`config.mk`:
```
export PLATFORM = sky130hd
export DESIGN_NAME = memory_writeback_cycle_flat
export DESIGN_NICKNAME = d
export VERILOG_FILES = /design/src/rtl/memory_writeback_cycle_if.sv /design/src/rtl/memory_writeback_cycle.sv /design/src/flat_wrapper.sv
export SDC_FILE = /design/constraint.sdc
export NUM_CORES = 1
export LEC_CHECK = 0
export CAP_MARGIN = 10
export CORE_ASPECT_RATIO = 1.2
export CORE_MARGIN = 5
export CORE_UTILIZATION = 35
export DETAILED_ROUTE_END_ITERATION = 16
export PLACE_DENSITY = 0.92
export SLEW_MARGIN = 40
export SYNTH_ARGS = -nofsm -noshare
export SYNTH_HDL_FRONTEND = slang
export SYNTH_SLANG_ARGS = --single-unit
```
`constraint.sdc`:
```
create_clock -name clk -period 1.9 [get_ports clk]
set_clock_uncertainty 0.15 [all_clocks]
set_input_delay 0.19 -clock clk [delete_from_list [all_inputs] [get_ports clk]]
set_output_delay 0.19 -clock clk [all_outputs]
set_load 0.03 [all_outputs]
```
`src/rtl/memory_writeback_cycle_if.sv`:
```
// Data-memory request/acknowledge bus between the MEM stage and data memory.
interface memory_writeback_cycle_if;
  logic        mem_req;
  logic        mem_we;
  logic [31:0] mem_addr;
  logic [31:0] mem_wdata;
  logic        mem_ack;
  logic [31:0] mem_rdata;

  // The pipeline stage issues requests; memory answers with ack/rdata.
  modport master (
    output mem_req, mem_we, mem_addr, mem_wdata,
    input  mem_ack, mem_rdata
  );

  modport slave (
    input  mem_req, mem_we, mem_addr, mem_wdata,
    output mem_ack, mem_rdata
  );
endinterface

```
`src/rtl/memory_writeback_cycle.sv`:
```
// MEM stage plus MEM/WB register of the 5-stage RISC-V core. Loads and
// stores go out over a variable-latency req/ack bus; the upstream pipeline
// is stalled while an access waits, and a stuck access is aborted after
// TIMEOUT_CYCLES request cycles with a sticky bus-error flag.
module memory_writeback_cycle #(
  parameter int TIMEOUT_CYCLES = 255
) (
  input  logic        clk,
  input  logic        rst,
  input  logic        ValidM,
  input  logic        RegWriteM,
  input  logic        MemWriteM,
  input  logic        ResultSrcM,
  input  logic [4:0]  RDM,
  input  logic [31:0] ALUResultM,
  input  logic [31:0] WriteDataM,
  memory_writeback_cycle_if.master bus,
  output logic        StallM,
  output logic        RegWriteW,
  output logic [4:0]  RDW,
  output logic [31:0] ResultW,
  output logic        BusErrW
);

  typedef enum logic [0:0] {IDLE, ACCESS} state_t;

  // Wait-count value seen in the last permitted request cycle.
  localparam logic [7:0] LAST_WAIT = 8'(TIMEOUT_CYCLES - 1);

  state_t      state, state_next;
  logic [7:0]  wait_cnt;
  logic        mem_op;
  logic        req;
  logic        ack_ok;
  logic        abort;
  logic        is_load;

  assign mem_op  = ValidM & (MemWriteM | ResultSrcM);
  // A store wins if both MemWriteM and ResultSrcM are set.
  assign is_load = ResultSrcM & ~MemWriteM;

  assign bus.mem_req   = req;
  assign bus.mem_we    = MemWriteM;
  assign bus.mem_addr  = ALUResultM;
  assign bus.mem_wdata = WriteDataM;

  // State register.
  always_ff @(posedge clk or negedge rst) begin
    // NOTE: sequential state uses non-blocking assignments so every flop
    // samples the pre-edge values regardless of block ordering.
    if (!rst) state <= IDLE;
    else      state <= state_next;
  end

  // Next-state logic.
  always_comb begin
    // NOTE: default first so no path leaves state_next unassigned (no latch).
    state_next = state;
    case (state)
      IDLE:   if (mem_op && !bus.mem_ack && !abort) state_next = ACCESS;
      ACCESS: if (bus.mem_ack || abort)             state_next = IDLE;
      default:                                      state_next = IDLE;
    endcase
  end

  // Output logic: request, abort detection and upstream stall.
  always_comb begin
    req    = rst & (((state == IDLE) & mem_op) | (state == ACCESS));
    ack_ok = req & bus.mem_ack;
    // wait_cnt is 0 in the first (IDLE) request cycle, so the request stays
    // up for exactly TIMEOUT_CYCLES cycles before the abort cycle ends it.
    abort  = req & ~bus.mem_ack & (wait_cnt == LAST_WAIT);
    StallM = req & ~bus.mem_ack & ~abort;
  end

  // Wait counter: counts request cycles without ack, cleared otherwise.
  always_ff @(posedge clk or negedge rst) begin
    if (!rst)        wait_cnt <= 8'd0;
    else if (StallM) wait_cnt <= wait_cnt + 8'd1;
    else             wait_cnt <= 8'd0;
  end

  // MEM/WB register: bubble while stalled, otherwise capture the result.
  always_ff @(posedge clk or negedge rst) begin
    if (!rst) begin
      RegWriteW <= 1'b0;
      RDW       <= 5'd0;
      ResultW   <= 32'd0;
    end else if (StallM) begin
      RegWriteW <= 1'b0;
    end else begin
      RegWriteW <= ValidM & RegWriteM & ~abort & (RDM != 5'd0);
      RDW       <= RDM;
      ResultW   <= (is_load & ack_ok) ? bus.mem_rdata : ALUResultM;
    end
  end

  // Sticky bus error, cleared only by reset.
  always_ff @(posedge clk or negedge rst) begin
    if (!rst)       BusErrW <= 1'b0;
    else if (abort) BusErrW <= 1'b1;
  end

endmodule

```
`src/flat_wrapper.sv`:
```
// flat-port wrapper written by rule: the top's interface ports become plain ports
module memory_writeback_cycle_flat 
#(
  parameter int TIMEOUT_CYCLES = 255
)
  (clk, rst, ValidM, RegWriteM, MemWriteM, ResultSrcM, RDM, ALUResultM, WriteDataM, StallM, RegWriteW, RDW, ResultW, BusErrW, bus_mem_req, bus_mem_we, bus_mem_addr, bus_mem_wdata, bus_mem_ack, bus_mem_rdata);
  memory_writeback_cycle_if bus_i ();
  input  logic clk;
  input  logic rst;
  input  logic ValidM;
  input  logic RegWriteM;
  input  logic MemWriteM;
  input  logic ResultSrcM;
  input  logic [4:0] RDM;
  input  logic [31:0] ALUResultM;
  input  logic [31:0] WriteDataM;
  output logic StallM;
  output logic RegWriteW;
  output logic [4:0] RDW;
  output logic [31:0] ResultW;
  output logic BusErrW;
  output wire logic [$bits(bus_i.mem_req)-1:0] bus_mem_req;
  output wire logic [$bits(bus_i.mem_we)-1:0] bus_mem_we;
  output wire logic [$bits(bus_i.mem_addr)-1:0] bus_mem_addr;
  output wire logic [$bits(bus_i.mem_wdata)-1:0] bus_mem_wdata;
  input wire logic [$bits(bus_i.mem_ack)-1:0] bus_mem_ack;
  input wire logic [$bits(bus_i.mem_rdata)-1:0] bus_mem_rdata;
  assign bus_mem_req = bus_i.mem_req;
  assign bus_mem_we = bus_i.mem_we;
  assign bus_mem_addr = bus_i.mem_addr;
  assign bus_mem_wdata = bus_i.mem_wdata;
  assign bus_i.mem_ack = bus_mem_ack;
  assign bus_i.mem_rdata = bus_mem_rdata;
  memory_writeback_cycle #(.TIMEOUT_CYCLES(TIMEOUT_CYCLES)) u_core (.clk(clk), .rst(rst), .ValidM(ValidM), .RegWriteM(RegWriteM), .MemWriteM(MemWriteM), .ResultSrcM(ResultSrcM), .RDM(RDM), .ALUResultM(ALUResultM), .WriteDataM(WriteDataM), .bus(bus_i), .StallM(StallM), .RegWriteW(RegWriteW), .RDW(RDW), .ResultW(ResultW), .BusErrW(BusErrW));
endmodule
```
==> results.yml, run 1 <==
route:
  avgRoutedWirePerCell_um: 16.65
  drc: 0
  firstDrtPassIters: 3
  drtIter0Drc: 18
  vias_per_cell: 4.484
  vias: 2009
  wl_mm: 7.460
  final_antenna_net_count: 0
logic_synthesis:
  synth_seq_area_share_pct: 40.37
  synth_warnings: 0
  netlist_area_um2: 2975
  avgSynthCellArea_um2: 12.94
  syn_inst: 230
  synthesis.nets: 340
  synth-seq-cells: 48
  yosysUniqueCellTypes: 28
clock_network:
  cts_tree: "done"
  numClockSinks: 48
  clk_latency_ns: 0.30
  cts_buffer_depth: 2
  clkTransAtPathRegs_ns: 0.09
  htreeDepth: 2
  cts_root_buffer: "clkbuf_8"
  cts_made_buffers: 5
run:
  cap_violations: 0
die:
  die_area_um2: 10450
  core_um2: 8198
  die_h_um: 111
  start_util_pct: 36.29
  num_rows: 36
  dieWidth_um: 94.17
  design.portCount: 214
run_status:
  outcome: "finished, violations left"
  violations: "negative hold slack"
grt:
  grt_usage_pct: 13.81
  grt_overflow: 0
  grt_max_degree: 51
  grt_pass1_wl_mm: 11.53
  first_global_vias: 2300
  antenna_found_initial: 0
worst_setup_path:
  cp_top_family: "buffers and inverters"
  max_stage_delay_ns: 0.41
  crit_slowest_cell: "clkdlybuf4s50_1"
  path_max_fanout: 8
  crit_buf_inv: 4
  worst-setup-path-type: "in2reg"
  cp-start-kind: "input pin"
  crit_required_ns: 1.94
  cp.arrival_ns: 1.89
  crit_path_end_kind: "flip-flop"
  cp_cell_sequence: "clkdlybuf4s50_1 > buf_4 > o21a_1 > o211a_1 > nand2b_4 > buf_6 > clkbuf_16 > mux2_4"
  r2r_setup_slack_ns: 0.07
sta:
  period_share_pct: 97.59
  hold_slack_ns: -0.1225
  max_slew_margin_pct: 56.90
  setup_violations: 0
  rsz0062_at_grt: "no"
  max_slew.worst_pin.slew_ns: 0.6465
  finalHoldViolCount: 48
  fmax_mhz: 539.3
  tns_ns: 0
  slew_viol_final: 0
  fin_crit_ns: 1.854
  setup_ws_ns: 0.04586
final_layout:
  nNetsFinal: 443
  syn2layout_area_growth_pct: 45.75
  drive_above_1_share_pct: 31.74
  final_area_um2: 4337
  n_antenna_cell: 0
place:
  dp_hpwl_mm: 5.910
  gp_congestion: 0.6950
  dp_slack_ns: -0.2140
  io_buffer_count: 149
  placed_area_um2: 4173
min_path:
  min_path_type: "in2async"
pwr:
  max-vdd-ir-drop_v: 0.0003307
  cellPowerDensity_nw_per_um2: 619.7
  p_leak_nw: 1.912
-- cells in the final DEF, fill, tap and decap left out, types with 2 or more instances in the layout --
master | synthesis | final
and4_4 | 1 | 2
buf_12 | 4 | 4
buf_4 | 65 | 16
buf_6 | 1 | 2
clkbuf_8 | 0 | 6
clkdlybuf4s50_1 | 0 | 145
dfrtp_1 | 48 | 48
ha_1 | 2 | 2
inv_1 | 2 | 2
inv_6 | 0 | 2
mux2_2 | 32 | 32
mux2_4 | 37 | 37
nand3_1 | 3 | 3
nor2_1 | 12 | 11
xor2_1 | 5 | 5
-- worst paths after layout --
| kind | from | to | cells past startpoint |
|---|---|---|---|
| setup / recovery | MemWriteM | u_core.ResultW[11]$_DFFE_PN0N_ | 8 |
| hold / removal | rst | u_core.state$_DFF_PN0_ | 2 |
| setup reg to reg | u_core.wait_cnt[2]$_DFF_PN0_ | u_core.ResultW[11]$_DFFE_PN0N_ | 6 |
| hold reg to reg | u_core.BusErrW$_DFFE_PN0P_ | u_core.BusErrW$_DFFE_PN0P_ | 1 |
| max in group asynchronous | rst | u_core.RDW[1]$_DFFE_PN0N_ | 2 |
| min in group clk | WriteDataM[0] | bus_mem_wdata[0] | 0 |
-- timing repair --
item,in CTS,in global routing
endpoints found under the setup margin,1,17
cloned,0,1
pin swaps,1,1
setup buffers,3,1
resized for setup,2,2
hold endpoints to repair,48,48
-- sequential cells by signal, indices dropped and copies added (netlist names) --
register	count
u_core.state	1
u_core.ResultW	32
u_core.RDW	5
u_core.BusErrW	1
u_core.RegWriteW	1
u_core.wait_cnt	8
-- worst reg2reg max path, stage by stage, from the launching register on --
cell and delay, ns:
dfrtp_1 0.36, and4_4 0.25, and4_4 0.21, nand2b_4 0.17, buf_6 0.13, clkbuf_16 0.16, mux2_4 0.30
-- where the power goes --
group | switching [mW] | internal (mW) | leakage (nW) | total [mW]
sequential | 0.0411 | 1.09 | 0.582 | 1.14
combinational | 0.411 | 0.490 | 1.28 | 0.901
clock | 0.353 | 0.298 | 0.0516 | 0.651
-- metal layers --
metal  GRT usage [%]  part of all wire (%)  vias up
met5               0                     0        -
met4           3.372                   1.3        0
met3           4.481                   9.6       16
met2           26.33                    54      101
met1           14.15                    35      963
li1                -                     -      929
-- stage by stage --
| stage | power [mW] | util [%] | instances |
|---|---|---|---|
| after global routing | 2.809 | 52.90 | 448 |
| final | 2.687 | 52.90 | 448 |
| after floorplan | 1.775 | - | 230 |
| after CTS | 2.737 | 52.43 | 446 |
| after global placement | 2.037 | 50.90 | 435 |
| after detailed placement | 2.056 | 50.90 | 435 |
-- synth_stat cells (all sizes together) --
cell type | n | area, um^2
o21a | 1 | 7.510
nand2b | 1 | 13.76
a211oi | 1 | 7.510
o211ai | 1 | 7.510
nor2b | 1 | 6.260
dfrtp | 48 | 1201
xor2 | 5 | 43.79
inv | 3 | 13.77
and4 | 2 | 20.02
buf | 73 | 594.3
nand3 | 3 | 15.01
xnor2 | 1 | 8.760
nor2 | 12 | 45.04
mux2 | 69 | 915.9
or4 | 1 | 7.510
ha | 2 | 25.02
nand2 | 1 | 3.750
a21o | 1 | 7.510
o211a | 1 | 10.01
nand4b | 1 | 8.760
nand4 | 1 | 6.260
and3 | 1 | 6.260
-- area by class of cell --
type / count / area (um^2)
timing repair buffer: 169 / 1704
inverter: 3 / 16.27
clock buffer: 6 / 82.58
tap: 114 / 142.6
multi-input combinational: 106 / 1176
fill: 737 / 3861
sequential: 48 / 1201
clock inverter: 2 / 13.76
-- cells by family (layout without fill, tap and decap cells) --
kind of cell | count (synthesis) | after routing | share of synthesized area [%]
simple gates | 24 | 24 | 4.458
buf+inv | 76 | 180 | 20.44
compound gates | 5 | 5 | 1.346
fa+ha+maj | 2 | 2 | 0.8409
mux | 69 | 69 | 30.78
xor+xnor | 6 | 6 | 1.766
flops | 48 | 48 | 40.37
Power figures use the tool's default switching activity.
==> run 2, diff against run 1 <==
--- a/config.mk
+++ b/config.mk
@@ -8,9 +8,9 @@
 export CAP_MARGIN = 10
 export CORE_ASPECT_RATIO = 1.2
 export CORE_MARGIN = 5
-export CORE_UTILIZATION = 35
+export CORE_UTILIZATION = 32
 export DETAILED_ROUTE_END_ITERATION = 16
-export PLACE_DENSITY = 0.92
+export PLACE_DENSITY = 0.89
 export SLEW_MARGIN = 40
 export SYNTH_ARGS = -nofsm -noshare
 export SYNTH_HDL_FRONTEND = slang
==> constraint.sdc (replaced) <==
create_clock -name clk -period 1.5 [get_ports clk]
set_clock_uncertainty 0.15 [all_clocks]
set_input_delay 0.15 -clock clk [delete_from_list [all_inputs] [get_ports clk]]
set_output_delay 0.15 -clock clk [all_outputs]
set_load 0.03 [all_outputs]
==> run 2 against run 1 <==
The run ends with negative hold slack, negative setup slack left. Total power up 27%. Die area rose by 8.4%. Non-clock buffer count up 12. Clock power rose by 37%. Largest cell class unchanged.
==> results.yml, run 2 (synthesis gave the netlist of run 1 again) <==
run_status:
  outcome: "finished, violations left"
  violations: "negative hold slack, negative setup slack"
route:
  avgRoutedWirePerCell_um: 16.70
  vias_per_cell: 4.470
  drtIter0Drc: 16
  wl_mm: 7.747
  firstDrtPassIters: 4
  drc: 0
  final_antenna_net_count: 0
  vias: 2074
final_layout:
  largest_reg_flops: 32
  layout_commonest_cell: "clkdlybuf4s50_1"
  drive_above_1_share_pct: 43.90
  fillers: 817
  seq_area_um2: 1201
  n_antenna_cell: 0
  multi_input_area_um2: 1189
  top_register: "u_core.ResultW"
  reg.largest.list: "u_core.ResultW: 32 flops, u_core.wait_cnt: 8 flops, u_core.RDW: 5 flops"
  fin_util_pct: 48.18
  syn2layout_area_growth_pct: 47.06
  final_area_um2: 4375
  nNetsFinal: 455
  mostFrequentLayoutCells: "clkdlybuf4s50_1, buf_4, dfrtp_1, dlygate4sd2_1, mux2_4"
die:
  die_area_um2: 11330
  dieWidth_um: 98.03
  num_rows: 38
  core_um2: 9081
  design.portCount: 214
  start_util_pct: 32.76
  die_h_um: 115.6
pwr:
  p_clk_share_pct: 26.1
  cellPowerDensity_nw_per_um2: 782.8
  p_int_mw: 2.430
  pwr-share-comb_pct: 31.9
  total_power_mw: 3.425
  swShare_pct: 29.04
  max-vdd-ir-drop_v: 0.0005845
  power_frac_seq_pct: 42.0
  p_leak_nw: 2.092
  p_switching_mw: 0.9948
sta:
  setup_ws_ns: -0.3118
  period_share_pct: 120.8
  fin_crit_ns: 1.812
  max_slew.worst_pin.slew_ns: 0.5019
  rsz0062_at_grt: "yes"
  hold_slack_ns: -0.008103
  slew_viol_final: 0
  finalHoldViolCount: 3
  fmax_mhz: 551.9
  tns_ns: -12.01
  setup_violations: 46
  max_slew_margin_pct: 66.54
place:
  dp_slack_ns: -0.6136
  dp_hpwl_mm: 5.842
  io_buffer_count: 149
  placed_area_um2: 4148
  gp_congestion: 0.7947
grt:
  grt_usage_pct: 13.06
  antenna_found_initial: 0
  gr-usage-met1_pct: 13.05
  first_global_vias: 2289
  grt_overflow: 0
  grt_max_degree: 30
  busiest_layer: "met2"
  met2_usage_pct: 25.79
  grtUsageMet3_pct: 3.974
  grt_pass1_wl_mm: 11.89
run:
  cap_violations: 0
clock_network:
  cts_root_buffer: "clkbuf_8"
  cts_made_buffers: 5
  clk_latency_ns: 0.29
  cts_tree: "done"
  cts_buffer_depth: 2
  clkTransAtPathRegs_ns: 0.09
  htreeDepth: 2
  numClockSinks: 48
worst_setup_path:
  cp.arrival_ns: 1.84
  cp-start-kind: "flip-flop"
  crit_path_end_kind: "flip-flop"
  path_max_fanout: 9
  worst-setup-path-type: "reg2reg"
  crit_required_ns: 1.53
min_path:
  min_path_type: "in2async"
==> run 2: cell types whose count changed in the layout (fill, tap and decap cells not counted), sizes merged <==
cell,previous run,this run
inv,4,3
clkdlybuf4s50,145,73
dlymetal6s2s,0,1
bufinv,0,1
dlygate4sd2,0,39
buf,23,66
clkinv,1,0
==> run 2: path summary, 6_finish.rpt <==
| path | start | endpoint | slack, ns | cells after the start |
|---|---|---|---|---|
| max | u_core.wait_cnt[4]$_DFF_PN0_ | u_core.ResultW[27]$_DFFE_PN0N_ | -0.31 | 6 |
| min | rst | u_core.ResultW[12]$_DFFE_PN0N_ | -0.008 | 4 |
| max reg2reg | u_core.wait_cnt[4]$_DFF_PN0_ | u_core.ResultW[27]$_DFFE_PN0N_ | -0.31 | 6 |
| min reg2reg | u_core.BusErrW$_DFFE_PN0P_ | u_core.BusErrW$_DFFE_PN0P_ | 0.34 | 1 |
| max in group asynchronous | rst | u_core.ResultW[18]$_DFFE_PN0N_ | 0.81 | 4 |
| min in group clk | ValidM | u_core.RegWriteW$_DFF_PN0_ | 0.14 | 4 |
==> run 2: what timing repair did <==
| action | CTS | global route |
|---|---|---|
| endpoints found under the hold margin | 22 | 0 |
| pin swaps | 2 | 0 |
| endpoints found under the setup margin | 84 | 47 |
| resized for setup | 51 | 2 |
| cloned | 1 | 2 |
| hold buffers | 1 | 0 |
| buffers inserted | 5 | 0 |
==> run 2: power groups by stage <==
stage               combinational, mW  sequential, mW  clock [mW]
detailed placement               1.12            1.47           0
CTS                              1.10            1.44       0.937
finish                           1.09            1.44       0.893
global placement                 1.10            1.46           0
floorplan                       0.606            1.64           0
global route                     1.15            1.45       0.983
==> run 2: stage by stage <==
step	hold WS [ns]	instances
5_1_grt	0.03374	464
4_1_cts	0.01928	462
2_1_floorplan	-0.2956	230
3_3_place_gp	0.1502	449
6_report	-0.008103	464
3_5_place_dp	0.1502	449
==> run 2: final cells by class <==
cell class | count | area share, %
Sequential cell | 48 | 27.45
Clock buffer | 5 | 1.573
Tap cell | 120 | 3.432
Clock inverter | 1 | 0.6863
Inverter | 3 | 0.4289
Multi-Input combinational cell | 106 | 27.17
Timing Repair Buffer | 181 | 39.26
==> run 2: routing by layer <==
| layer | wire length (um) | up-vias | part of all wire [%] |
|---|---|---|---|
| met5 | 0 | - | 0 |
| met4 | 96 | 0 | 1.2 |
| met3 | 601 | 12 | 7.8 |
| met2 | 4395 | 99 | 57 |
| met1 | 2654 | 1007 | 34 |
| li1 | - | 956 | - |
==> run 2: critical path, stage by stage, from the launching register on <==
cell and delay [ns]:
dfrtp_1 0.36, and4_4 0.24, and4_4 0.21, nand2b_4 0.14, buf_12 0.14, buf_12 0.15, mux2_4 0.30
